===== src/rtl/fetch_stage.sv =====
// fetch_stage -- instruction-fetch stage of the 5-stage WISC pipeline.
//
// Owns the PC and issues one request at a time to instruction memory over a
// request/done handshake. Fetched instructions are handed to decode through
// an IF/ID output register. The stage honours decode back-pressure, flushes
// and refetches on a branch/jump redirect, and stops fetching after a HALT.
//
// Ports:
//   clk, rst          clock, synchronous active-high reset
//   stall             decode cannot accept; IF/ID register holds
//   redirect          flush and refetch from redirectPc (wins over all else)
//   redirectPc        redirect target
//   imemEn/imemAddr   one-cycle memory request strobe and address
//   imemData          returned instruction, valid with imemDone
//   imemDone/imemErr  memory response strobe and error flag
//   instrOut          IF/ID instruction (NOP_INSTR when validOut=0)
//   nextPcOut         IF/ID fetch address + 2
//   validOut          IF/ID holds a real instruction
//   halted            fetch stopped after delivering a HALT
//   err               sticky error flag (memory error or misaligned fetch)
//
// Optional feature, macro FETCH_PERF_EN:
//   adds fetchCount (instructions loaded into IF/ID) and stallCycles
//   (cycles with stall=1 and validOut=1), both 16-bit wrapping counters.

module fetch_stage #(
    parameter logic [15:0] RESET_PC  = 16'h0000,
    parameter logic [15:0] NOP_INSTR = 16'h0800
) (
    input  logic        clk,
    input  logic        rst,
    input  logic        stall,
    input  logic        redirect,
    input  logic [15:0] redirectPc,
    output logic        imemEn,
    output logic [15:0] imemAddr,
    input  logic [15:0] imemData,
    input  logic        imemDone,
    input  logic        imemErr,
    output logic [15:0] instrOut,
    output logic [15:0] nextPcOut,
    output logic        validOut,
    output logic        halted,
`ifdef FETCH_PERF_EN
    output logic [15:0] fetchCount,
    output logic [15:0] stallCycles,
`endif
    output logic        err
);

    typedef enum logic [1:0] {
        S_FETCH  = 2'd0,
        S_WAIT   = 2'd1,
        S_HOLD   = 2'd2,
        S_HALTED = 2'd3
    } state_t;

    state_t      state;
    logic [15:0] pc;
    logic [15:0] pc_inc;
    logic [15:0] buf_data;
    logic        buf_full;
    logic        drop;
    logic        en_q;
    logic [15:0] instr_q;
    logic [15:0] next_pc_q;
    logic        valid_q;
    logic        halted_q;
    logic        err_q;

    logic        take_mem;
    logic        take_buf;
    logic        deliver;
    logic [15:0] new_instr;
    logic        new_is_halt;

`ifdef FETCH_PERF_EN
    logic [15:0] fetch_count_q;
    logic [15:0] stall_cycles_q;
`endif

    assign pc_inc = pc + 16'd2;   // wraps modulo 2^16

    // A response goes straight into IF/ID when decode can take it (or IF/ID
    // is empty anyway); otherwise it parks in the one-entry buffer.
    assign take_mem    = (state == S_WAIT) && imemDone && !drop && (!stall || !valid_q);
    assign take_buf    = (state == S_HOLD) && buf_full && !stall;
    assign deliver     = take_mem || take_buf;
    assign new_instr   = take_buf ? buf_data : imemData;
    assign new_is_halt = (new_instr[15:11] == 5'b00000);

    // en_q is the registered request strobe. It is raised on every entry to
    // FETCH so a request leaves in the first FETCH cycle; the only FETCH
    // cycle without it is the one right after reset.
    always_ff @(posedge clk) begin
        if (rst) begin
            state     <= S_FETCH;
            pc        <= RESET_PC;
            buf_data  <= 16'h0000;
            buf_full  <= 1'b0;
            drop      <= 1'b0;
            en_q      <= 1'b0;
            instr_q   <= NOP_INSTR;
            next_pc_q <= 16'h0000;
            valid_q   <= 1'b0;
            halted_q  <= 1'b0;
            err_q     <= 1'b0;
        end else begin
            // Error sources are independent of redirect/stall.
            if (state == S_FETCH && en_q && pc[0])
                err_q <= 1'b1;
            if (state == S_WAIT && imemDone && imemErr && !drop)
                err_q <= 1'b1;

            if (redirect) begin
                valid_q  <= 1'b0;
                instr_q  <= NOP_INSTR;
                buf_full <= 1'b0;
                pc       <= redirectPc;
                halted_q <= 1'b0;
                if (state == S_WAIT && !imemDone) begin
                    // Request still in flight: swallow its response first.
                    drop  <= 1'b1;
                    en_q  <= 1'b0;
                    state <= S_WAIT;
                end else begin
                    drop  <= 1'b0;
                    en_q  <= 1'b1;
                    state <= S_FETCH;
                end
            end else begin
                // IF/ID register: load, hold under stall, or drain to NOP.
                if (deliver) begin
                    valid_q   <= 1'b1;
                    instr_q   <= new_instr;
                    next_pc_q <= pc_inc;
                end else if (!stall) begin
                    valid_q <= 1'b0;
                    instr_q <= NOP_INSTR;
                end

                unique case (state)
                    S_FETCH: begin
                        if (en_q) begin
                            en_q  <= 1'b0;
                            state <= S_WAIT;
                        end else begin
                            en_q <= 1'b1;
                        end
                    end
                    S_WAIT: begin
                        if (imemDone) begin
                            if (drop) begin
                                drop  <= 1'b0;
                                en_q  <= 1'b1;
                                state <= S_FETCH;
                            end else if (!take_mem) begin
                                buf_data <= imemData;
                                buf_full <= 1'b1;
                                state    <= S_HOLD;
                            end
                        end
                    end
                    S_HOLD: begin
                        // Leaves through the deliver path below.
                    end
                    S_HALTED: begin
                        // Only a redirect or reset restarts fetching.
                    end
                endcase

                // Common tail for any instruction entering IF/ID; overrides
                // the state set above.
                if (deliver) begin
                    pc       <= pc_inc;
                    buf_full <= 1'b0;
                    if (new_is_halt) begin
                        halted_q <= 1'b1;
                        en_q     <= 1'b0;
                        state    <= S_HALTED;
                    end else begin
                        en_q  <= 1'b1;
                        state <= S_FETCH;
                    end
                end
            end
        end
    end

`ifdef FETCH_PERF_EN
    always_ff @(posedge clk) begin
        if (rst) begin
            fetch_count_q  <= 16'h0000;
            stall_cycles_q <= 16'h0000;
        end else begin
            if (deliver && !redirect)
                fetch_count_q <= fetch_count_q + 16'd1;
            if (stall && valid_q)
                stall_cycles_q <= stall_cycles_q + 16'd1;
        end
    end

    assign fetchCount  = fetch_count_q;
    assign stallCycles = stall_cycles_q;
`endif

    assign imemEn    = (state == S_FETCH) && en_q;
    assign imemAddr  = pc;
    assign instrOut  = instr_q;
    assign nextPcOut = next_pc_q;
    assign validOut  = valid_q;
    assign halted    = halted_q;
    assign err       = err_q;

endmodule


===== config.mk =====
export PLATFORM = sky130hd
export DESIGN_NAME = fetch_stage
export DESIGN_NICKNAME = d
export VERILOG_FILES = /design/src/rtl/fetch_stage.sv
export SDC_FILE = /design/constraint.sdc
export NUM_CORES = 1
export LEC_CHECK = 0
export BUFFER_PORTS_ARGS = -buffer_cell sky130_fd_sc_hd__buf_2
export CAP_MARGIN = 20
export CELL_PAD_IN_SITES_DETAIL_PLACEMENT = 1
export CELL_PAD_IN_SITES_GLOBAL_PLACEMENT = 2
export CORE_AREA = 2 2 105 107
export CTS_BUF_LIST = sky130_fd_sc_hd__clkbuf_2
export CTS_CLUSTER_DIAMETER = 100
export CTS_CLUSTER_SIZE = 25
export DETAILED_ROUTE_END_ITERATION = 12
export DIE_AREA = 0 0 107 109
export PLACE_DENSITY_LB_ADDON = 0.1
export SYNTH_ARGS = -nofsm -noshare
export SYNTH_HDL_FRONTEND = slang
export SYNTH_SLANG_ARGS = --single-unit

===== constraint.sdc =====
create_clock -name clk -period 4.63 [get_ports clk]
set_clock_uncertainty 0.15 [all_clocks]
set_input_delay 1.389 -clock clk [delete_from_list [all_inputs] [get_ports clk]]
set_output_delay 1.389 -clock clk [all_outputs]
set_load 0.02 [all_outputs]

==> results.cfg, run 1 <==
[job]
cap_violations = 0

[place]
place.gp.congestion = 0.745
hpwl_mm = 7.27
io_buffers = 89
dpl-instance-area_um2 = 3890

[worst_setup_path]
crit_path_end = imemEn
path_class = flip-flop to output pin
r2r_start = state[0]
arrival_ns = 1.50
startpoint_type = flip-flop
cp-end-kind = output pin
rr_worst_depth = 4
critPathLaunch = state[1]
reg2reg_setup_slack_ns = 2.17
rr_endpoint = state[1]
path_max_fanout = 11
required_ns = 3.09

[drt]
vias_per_cell = 5.32
wirelength_mm = 10.9
drt_first_pass_iters = 4
drt_iter0_markers = 84
num_vias = 3340
ant_nets = 0
drc = 0
wl_per_cell_um = 17.3

[floorplanning]
io_pins = 90
initial_core_util_pct = 32.1
std_cell_rows = 38
die_h_um = 109
coreArea_um2 = 10600
die_width_um = 107
die_area_um2 = 11700

[sta]
tightest_slew_ns = 0.933
fin_tns_setup_ns = 0
maxSlewHeadroom_pct = 37.6
hold_violations = 0
drv_slew = 0
rsz0062_at_grt = false
final.period_utilization_pct = 65.7
setup_violations = 0
period_needed_ns = 3.04
max_freq_ghz = 0.329

[clock_tree]
clkLatencyLatePin_ns = 0.50
cts_tree = done
htreeDepth = 3
ctsLongestPathBuffers = 2
cts_sinks = 72
ctsHoldBuffers = 0
clk_pin_slew_ns = 0.20
post_cts_resized = 0
post_cts_buffers = 0
numCtsBuffers = 9
cts-root-buf = clkbuf_2

[synthesis]
synth_warnings = 0
async_flop_share_pct = 0
synth_seq_cells = 72
yosysMostFrequentCell = dfxtp_1
synth_fp_nets = 453
syn_inst = 414
synth.top_cell.area_share_pct = 42.4
netlist_top_cells_count = dfxtp_1 (72), nand2_1 (70), a21oi_1 (41)
ys_types = 55
ys_seq_area_share_pct = 42.4
synth-edff-count = 0
synthesis.area_um2 = 3400
synth_area_leaders = dfxtp_1 (42%), nand2_1 (7.7%), a21oi_1 (6.0%)
avgSynthCellArea_um2 = 8.21
yosysTopAreaCell = dfxtp_1
synthFlopType = dfxtp_1

[cells_and_area]
nFillCells = 1317
postLayoutCellArea_um2 = 4000
antennaDiodeCount = 0
regArea_um2 = 1440
syn_to_final_growth_pct = 17.6
final_layout_size_suffix_gt1_share_pct = 24.4
multi_input_area_um2 = 1740
layout.nets = 525

[power]
p_leak_uw = 0.00153
irDropWorstVdd_v = 0.000109
pwr_density_cell_nw_per_um2 = 284

[outcome]
outcome = finished, final reports clean

[global_route]
grt_pass1_vias = 3312
antenna_found_initial = 0
grt_pass1_wl_mm = 17.3
grt_max_degree = 50
grt_overflow = 0
grtUsageTotal_pct = 19.2

[worst_hold_path]
hold_class = flip-flop to flip-flop
worstHoldStart = buf_data[1]
per-stage QoR:
step,worst slack (ns),cells,hold WS (ns),utilization [%],power (uW)
after floorplan,1.82,414,0.287,-,755
after global placement,1.04,614,0.293,36.7,809
after detailed placement,0.970,614,0.299,36.7,811
after CTS,1.54,627,0.321,37.6,1160
after global routing,1.47,628,0.345,37.7,1200
final,1.59,628,0.312,37.7,1140
registers in the layout, summed over array words and instances, names as in the netlist:
name	count
buf_data	16
buf_full	1
drop	1
en_q	1
err	1
halted	1
imemAddr	16
instrOut	16
nextPcOut	16
state	2
validOut	1
critical path, cell delays in order, from the launching register on:
cell,delay (ns)
dfxtp_1,0.45
nand2b_1,0.21
nor2_1,0.15
buf_2,0.19
report_power, final:
part           internal (uW)  switching, uW
clock network            119            218
logic                   52.1           84.3
registers                636           24.9
total                    808            327
routing by layer:
metal  up-vias  global-route usage, %  part of all wire [%]  routed length (um)
met5         -                      0                     0                   0
met4         0                   7.42                   1.2                 129
met1      1630                   24.9                    47                5080
li1       1636                      -                     -                   -
met3        10                   3.89                   4.5                 486
met2        64                   31.4                    48                5160
worst min-delay path by stage:
stage	endpoint	depth (start not counted)	slack, ns
floorplan	buf_data[0]	2	0.29
global placement	buf_data[4]	2	0.29
detailed placement	buf_data[3]	2	0.30
CTS	buf_data[3]	2	0.32
global route	buf_data[3]	2	0.34
finish	instrOut[1]	2	0.31
area by class of cell:
type	count	area share, %
well taps	140	4.38
clock buffers	11	1.38
repair buffers	97	12.8
inverters	10	0.939
flip-flops and latches	72	36.1
multi-input cells	296	43.6
clock inverters	2	0.845
cells by family (layout without fill, tap and decap cells):
group	after synthesis	count (layout)	share of synthesized area, %
xor gates and xnor gates	12	12	3.09
and+or+nand+nor	161	161	23.2
buffers and inverters	46	120	6.40
adders and majority gates	1	1	0.368
muxes	4	4	1.21
DFF	72	72	42.4
AOI/OAI and AO/OA	118	118	23.3
layout by cell type, fill, tap and decap left out, types with 3 or more instances in the layout:
master	n
buf_2	89
a311oi_1	4
a221oi_1	7
dfxtp_1	72
nor2_1	20
a21oi_1	41
nand2b_1	4
a211oi_1	14
nand2_1	70
buf_4	7
o31ai_1	5
nor4_1	5
mux2i_1	3
a31oi_1	15
o21a_1	4
nand3_1	25
xor2_1	5
nor3b_1	3
nand4_1	6
and4_1	3
nor3_1	10
clkbuf_2	11
and2_1	3
o21ai_0	10
xnor2_1	7
inv_1	10
No activity file was read; power rests on OpenSTA's default activity.
==> run 2, diff against run 1 <==
CORE_AREA = 2 2 114 116   (was 2 2 105 107)
DIE_AREA = 0 0 116 118   (was 0 0 107 109)
clock period = 2.8 ns   (was 4.63 ns; I/O delays follow)
==> run 2 against run 1 <==
Compared with the run above:
- critical path depth did not move
- global-route usage fell by 1.6 points
- wire length rose by 6.6%
- largest power group unchanged
==> results.cfg, run 2 (synthesis gave the netlist of run 1 again) <==
[global_route]
grt.met1_usage_pct = 21.6
grt_pass1_vias = 3589
grt_overflow = 0
grt_pass1_wl_mm = 18.9
gr-usage-met3_pct = 2.83
antenna_found_initial = 0
grt.busiest_layer = met2
grt_max_degree = 34
grtUsageMet2_pct = 30.7
grtUsageTotal_pct = 17.6

[worst_setup_path]
required_ns = 1.81
cp-end-kind = output pin
crit_buf_inv = 1
rr_endpoint = nextPcOut[1]
reg2reg_setup_slack_ns = 0.61
path_cells = nand2b_1, nor2_1, buf_2
startpoint_type = flip-flop
arrival_ns = 1.55
slowest_delay_ns = 0.46
slowest_stage = dfxtp_1
crit_family = flip-flops
path_class = flip-flop to output pin
rr_worst_depth = 4
path_max_fanout = 11
r2r_start = state[0]

[cells_and_area]
final_layout_size_suffix_gt1_share_pct = 26.5
antennaDiodeCount = 0
mostFrequentLayoutCells = buf_2 (89), dfxtp_1 (72), nand2_1 (70)
layout.nets = 537
final_common_cell = buf_2
nFillCells = 1569
syn_to_final_growth_pct = 23.1
fin_cells = 674

[drt]
drt_first_pass_iters = 4
wirelength_mm = 11.6
ant_nets = 0
drt_iter0_markers = 139
num_vias = 3391
vias_per_cell = 5.03
drc = 0
wl_per_cell_um = 17.2

[floorplanning]
initial_core_util_pct = 27.4
coreArea_um2 = 12400
io_pins = 90
die_area_um2 = 13700
die_h_um = 118
std_cell_rows = 41
die_width_um = 116

[clock_tree]
numCtsBuffers = 9
clk_pin_slew_ns = 0.21
ctsHoldBuffers = 0
post_cts_buffers = 0
htreeDepth = 3
cts_tree = done
post_cts_resized = 0
cts_sinks = 72
clkLatencyLatePin_ns = 0.54
cts-root-buf = clkbuf_2
ctsLongestPathBuffers = 2

[sta]
fin_tns_setup_ns = 0
rsz0062_at_grt = false
final.period_utilization_pct = 90.8
setup_violations = 0
drv_slew = 0
maxSlewHeadroom_pct = 40.9
max_freq_ghz = 0.393
hold_violations = 0
tightest_slew_ns = 0.883
period_needed_ns = 2.54

[worst_hold_path]
whs_path_depth = 2
hold_end = buf_data[2]
hold_class = flip-flop to flip-flop
worstHoldStart = buf_data[2]

[job]
cap_violations = 0

[power]
p_leak_uw = 0.00160
pwr_density_cell_nw_per_um2 = 484
irDropWorstVdd_v = 0.000169

[place]
hpwl_mm = 8.10
place.gp.congestion = 0.799
dp_cells = 659
io_buffers = 89

[outcome]
outcome = finished, final reports clean
-- run 2: where the power goes --
part | total, uW | internal, uW | switching [uW]
Sequential | 1090 | 1050 | 36.6
Combinational | 248 | 95.8 | 152
Clock | 688 | 287 | 401
-- run 2: metal layers --
| layer | wire [um] | part of all wire [%] |
|---|---|---|
| met1 | 5280 | 46 |
| met2 | 5620 | 49 |
| met3 | 469 | 4.1 |
| met4 | 195 | 1.7 |
| met5 | 0 | 0 |
-- run 2: cell type report --
cell class	count	area, um^2	area share [%]
clock buffer	9	45.0	1.08
clock inverter	6	85.1	2.03
inverter	10	37.5	0.897
multi-input combinational	296	1740	41.6
sequential	72	1440	34.4
tap	172	215	5.14
timing repair buffer	109	621	14.8
-- run 2: worst min-delay path: stages (launching register included) --
cell and delay (ns):
dfxtp_1 0.36, nand2_1 0.05, a21oi_1 0.05
-- run 2: worst max path at each step --
stage | from | endpoint | slack [ns] | cells past startpoint
3_5_place_dp | stall | nextPcOut[1] | 0.14 | 5
6_report | state[1] | imemEn | 0.26 | 3
4_1_cts | state[1] | imemEn | 0.23 | 3
5_1_grt | state[1] | imemEn | 0.08 | 3
3_3_place_gp | stall | nextPcOut[1] | 0.23 | 5
2_1_floorplan | stall | imemAddr[10] | 0.54 | 6
-- run 2: stage by stage --
stage          setup slack [ns]  total power (uW)  cell area (um^2)  utilization, %  hold WS [ns]
2_1_floorplan             0.539              1250              3400               -         0.287
3_3_place_gp              0.234              1360              4060            32.7         0.292
3_5_place_dp              0.144              1360              4060            32.7         0.301
4_1_cts                   0.227              2060              4190            33.7         0.324
5_1_grt                  0.0813              2130              4190            33.7         0.323
6_report                  0.257              2030              4190            33.7         0.321
